## src/rtl/zjh_cmp_pkg.sv

```systemverilog
// Shared types and helpers for the sequential multi-nibble magnitude comparator.
// Result vectors are ordered {QAGB, QASB, QAEB}.
package zjh_cmp_pkg;

    typedef enum logic [1:0] {
        IDLE = 2'd0,
        SCAN = 2'd1,
        DONE = 2'd2
    } state_t;

    localparam logic [2:0] RES_GT   = 3'b100;
    localparam logic [2:0] RES_LT   = 3'b010;
    localparam logic [2:0] RES_EQ   = 3'b001;
    localparam logic [2:0] RES_NONE = 3'b000;
    localparam logic [2:0] RES_BOTH = 3'b110;

    // 74HC85 cascade priority: IAEB dominates, conflicting/absent GT/LT pass through inverted-ish.
    function automatic logic [2:0] cascade_resolve(input logic iagb, input logic iasb,
                                                   input logic iaeb);
        if (iaeb) begin
            return RES_EQ;
        end
        case ({iagb, iasb})
            2'b10:   return RES_GT;
            2'b01:   return RES_LT;
            2'b11:   return RES_NONE;
            default: return RES_BOTH;
        endcase
    endfunction

endpackage

```

## src/rtl/zjh_nib_cmp.sv

```systemverilog
// Combinational unsigned 4-bit magnitude compare of one nibble pair.
module zjh_nib_cmp (
    input  logic [3:0] a,
    input  logic [3:0] b,
    output logic       gt,
    output logic       lt,
    output logic       eq
);

    always_comb begin
        gt = (a > b);
        lt = (a < b);
        eq = (a == b);
    end

endmodule

```

## src/rtl/zjh_cmp_seq.sv

```systemverilog
// Sequential MSB-first nibble-serial magnitude comparator with 74HC85-style cascade result
// and a start/done handshake.
module zjh_cmp_seq
    import zjh_cmp_pkg::*;
#(
    parameter int NIBBLES = 4
) (
    input  logic                   clk,
    input  logic                   rst_n,
    input  logic                   start,
    input  logic [4*NIBBLES-1:0]   A,
    input  logic [4*NIBBLES-1:0]   B,
    input  logic                   IAGB,
    input  logic                   IASB,
    input  logic                   IAEB,
    output logic                   busy,
    output logic                   done,
    output logic                   QAGB,
    output logic                   QASB,
    output logic                   QAEB
);

    localparam int W    = 4 * NIBBLES;
    localparam int IDXW = (NIBBLES > 1) ? $clog2(NIBBLES) : 1;

    state_t            state;
    logic [W-1:0]      a_reg;
    logic [W-1:0]      b_reg;
    logic [2:0]        casc_reg;
    logic [2:0]        res_reg;
    logic [IDXW-1:0]   idx;
    logic [3:0]        a_nib;
    logic [3:0]        b_nib;
    logic              nib_gt;
    logic              nib_lt;
    logic              nib_eq;

    assign a_nib = a_reg[4*idx +: 4];
    assign b_nib = b_reg[4*idx +: 4];

    zjh_nib_cmp u_nib_cmp (
        .a  (a_nib),
        .b  (b_nib),
        .gt (nib_gt),
        .lt (nib_lt),
        .eq (nib_eq)
    );

    assign {QAGB, QASB, QAEB} = res_reg;

    always_ff @(posedge clk) begin
        if (!rst_n) begin
            state    <= IDLE;
            busy     <= 1'b0;
            done     <= 1'b0;
            res_reg  <= '0;
            idx      <= '0;
            a_reg    <= '0;
            b_reg    <= '0;
            casc_reg <= '0;
        end else begin
            case (state)
                IDLE, DONE: begin
                    done <= 1'b0;
                    if (start) begin
                        a_reg    <= A;
                        b_reg    <= B;
                        casc_reg <= {IAGB, IASB, IAEB};
                        idx      <= IDXW'(NIBBLES - 1);
                        busy     <= 1'b1;
                        state    <= SCAN;
                    end else begin
                        state <= IDLE;
                    end
                end
                SCAN: begin
                    // start is deliberately not examined here: a scan cannot be restarted.
                    if (nib_gt) begin
                        res_reg <= RES_GT;
                        busy    <= 1'b0;
                        done    <= 1'b1;
                        state   <= DONE;
                    end else if (nib_lt) begin
                        res_reg <= RES_LT;
                        busy    <= 1'b0;
                        done    <= 1'b1;
                        state   <= DONE;
                    end else if (nib_eq && (idx != '0)) begin
                        idx <= idx - 1'b1;
                    end else begin
                        res_reg <= cascade_resolve(casc_reg[2], casc_reg[1], casc_reg[0]);
                        busy    <= 1'b0;
                        done    <= 1'b1;
                        state   <= DONE;
                    end
                end
                default: begin
                    busy  <= 1'b0;
                    done  <= 1'b0;
                    state <= IDLE;
                end
            endcase
        end
    end

endmodule

```

## config.mk

```make
export PLATFORM = sky130hd
export DESIGN_NAME = zjh_cmp_seq
export DESIGN_NICKNAME = d
export VERILOG_FILES = /design/src/rtl/zjh_cmp_pkg.sv /design/src/rtl/zjh_nib_cmp.sv /design/src/rtl/zjh_cmp_seq.sv
export SDC_FILE = /design/constraint.sdc
export NUM_CORES = 1
export LEC_CHECK = 0
export ABC_AREA = 1
export BUFFER_PORTS_ARGS = -buffer_cell sky130_fd_sc_hd__buf_2
export CAP_MARGIN = 20
export CORE_MARGIN = 2
export CORE_UTILIZATION = 57
export DETAILED_ROUTE_END_ITERATION = 8
export GPL_TIMING_DRIVEN = 1
export PLACE_DENSITY_LB_ADDON = 0.12
export REMOVE_ABC_BUFFERS = 1
export SLEW_MARGIN = 20
export SYNTH_ARGS = -nofsm -noshare
export SYNTH_HDL_FRONTEND = slang
export SYNTH_SLANG_ARGS = --single-unit
```

## constraint.sdc

```tcl
create_clock -name clk -period 3.7 [get_ports clk]
set_input_delay 0.185 -clock clk [delete_from_list [all_inputs] [get_ports clk]]
set_output_delay 0.185 -clock clk [all_outputs]
set_load 0.01 [all_outputs]
```

==> flow_summary.yaml <==
outcome:
  status: "finished clean"
yosys:
  yosysMostFrequentCell: "nor2_1"
  postSynthRegisterBits: 44
  synth_top_area_cell: "dfxtp_1"
  synth.avg_cell_area_um2: 7.20
  synth.cells.most_frequent: "nor2_1, dfxtp_1, o21ai_0"
  synth_top_cell_area_share: 0.448
  ys_top_cells_by_area: "dfxtp_1, nor2_1, o21ai_0"
  synth-main-ff-cell: "dfxtp_1"
  netlist_area_um2: 1970
  ys_seq_area_frac: 0.448
  ys_async_sr_fraction: 0
  synth_warnings: 0
  synth_edf_count: 0
  yosysUniqueCellTypes: 26
  syn_inst: 273
worst_hold_path:
  whs_endpoint: "b_reg[14]$_SDFFE_PN0P_"
  hp-class: "in -> reg"
  worstHoldStart: "B[14]"
  holdPathStages: 3
final_layout:
  multi_input_area_um2: 955
  drive_above_1_share: 0.201
  nets: 351
  syn2layout_area_growth_pct: 13.0
  register_area_um2: 881
  design_area_um2: 2220
  nFillCells: 316
  diodes: 0
timing:
  fmax_mhz: 409
  finalSetupViolCount: 0
  setup_tns_ns: 0
  slew_headroom: 0.414
  rsz0062_at_grt: "no"
  fin_crit_ns: 2.45
  period_share: 0.661
  skew_ns: 0.00440
  tightest_slew_ns: 0.873
  final_hold_viol_count: 0
  finalMaxSlewViolations: 0
route:
  via_count: 1744
  postRouteAntennaNets: 0
  drc: 0
  wl_per_cell_um: 10.3
  first_iter_violations: 68
  routed_wl_mm: 3.66
  first_pass_iters: 4
  post_drt_via_cell_ratio: 4.91
grt:
  antenna_found_initial: 0
  grt_remaining_overflow: 0
  grt_max_degree: 44
  grt_pass1_vias: 1570
  track_usage: 0.208
  grt_pass1_wl_mm: 6.60
placed_design:
  hpwl_mm: 2.55
  gp_congestion: 0.805
  place_area_um2: 2160
  port_buffers: 42
clock_tree:
  cts_buffer_depth: 2
  cts_buffers: 5
  worst_skew_pair.late_latency_ns: 0.34
  cts_resized: 0
  cts_setup_buffers: 0
  cts_root_buf: "clkbuf_4"
  htreeDepth: 2
  cts_tree: "done"
  clock-sinks: 44
  hold_buffers: 0
  clk_pin_slew_worst_paths_ns: 0.11
power_and_ir_drop:
  power_mw: 0.969
  ir_worst_vdd_mv: 0.310
  leakagePower_nw: 1.01
  powerDensity_nw_per_um2: 436
die:
  initial_core_util: 0.589
  fp-row-count: 21
  ioPinCount: 43
  die_height_um: 62.7
  die-area_um2: 3940
  die_w_um: 62.7
  core-area_um2: 3340
critical_path:
  critPathMaxStageDelay_ns: 0.68
  critPathKind: "reg -> reg"
  end_kind: "flop"
  timing.rr.end: "idx[0]$_SDFFE_PN0P_"
  cp_max_fo: 18
  required_ns: 3.94
  slowest_stage: "dfxtp_1"
  ff2ff_setup_slack_ns: 1.25
  crit_top_cell: "nand2_1"
  reg2reg_from: "idx[0]$_SDFFE_PN0P_"
  reg2reg_depth: 13
  startpoint_type: "flop"
  path_cells: "inv_2, o21ai_0, o22ai_1, ha_1, nand2_1, nor2_4, nand2_2, nor2_2, nand3_2, nand2_2, nand2_1, nand2_1, nor2_1"
  worstPathArrival_ns: 2.69
run:
  maxCapViolCount: 0
## layout make-up
cell class / count / share of cell area
Multi-Input combinational cell: 200 / 0.430
Sequential cell: 44 / 0.396
Timing Repair Buffer: 43 / 0.0980
Clock buffer: 8 / 0.0265
Tap cell: 46 / 0.0259
Inverter: 14 / 0.0236
## report_power, final
| part | internal (mW) | switching [mW] |
|---|---|---|
| Sequential | 0.510 | 0.0254 |
| Clock | 0.0939 | 0.135 |
| Combinational | 0.0838 | 0.120 |
| Total | 0.688 | 0.280 |
## cells in the final DEF, fill, tap and decap left out, drive strengths merged
master  count
dfxtp      44
ha          5
nand3       7
buf        43
inv        13
clkbuf      8
a32o        4
o211ai      1
or2         2
o22ai       4
o21ai      44
clkinv      1
nor2       91
a21oi      11
nand2      31
## metrics by stage
stage / setup WS (ns) / std cells / hold slack, ns / util
after floorplan: 1.61 / 258 / 0.305 / -
after global placement: 1.38 / 347 / 0.420 / 0.648
after detailed placement: 1.27 / 347 / 0.428 / 0.648
after CTS: 1.25 / 355 / 0.0600 / 0.666
after global routing: 0.980 / 355 / 0.0771 / 0.666
final: 1.25 / 355 / 0.0710 / 0.666
## worst max path at each step
stage	startpoint	end	slack, ns
finish	idx[0]$_SDFFE_PN0P_	idx[0]$_SDFFE_PN0P_	1.25
global route	idx[0]$_SDFFE_PN0P_	idx[0]$_SDFFE_PN0P_	0.98
CTS	idx[0]$_SDFFE_PN0P_	idx[0]$_SDFFE_PN0P_	1.25
detailed placement	idx[0]$_SDFFE_PN0P_	idx[1]$_SDFFE_PN0P_	1.27
global placement	idx[0]$_SDFFE_PN0P_	idx[1]$_SDFFE_PN0P_	1.38
floorplan	idx[0]$_SDFFE_PN0P_	idx[0]$_SDFFE_PN0P_	1.61
## logic make-up (layout without fill, tap and decap cells)
family	count (synthesis)	after routing	synth area share
buffers and inverters	29	65	0.0668
adders and majority gates	5	5	0.0318
and+or+nand+nor	131	131	0.275
DFF	44	44	0.448
AOI/OAI and AO/OA	64	64	0.179
## per-layer routing
metal / vias to the layer above / part of all wire / GRT usage
met1: 743 / 0.51 / 0.287
met5: - / 0 / 0
met2: 39 / 0.44 / 0.316
met4: 0 / 0.0096 / 0.0889
li1: 958 / - / -
met3: 4 / 0.046 / 0.0450
## worst max-delay path: cells and delay by family, from the launching register on
kind / cells / cell delay [ns]
and+or+nand+nor: 9 / 0.77
buffers and inverters: 1 / 0.26
AOI/OAI and AO/OA: 2 / 0.33
adders and majority gates: 1 / 0.31
DFF: 1 / 0.68
(Power assumes the default switching activity.)
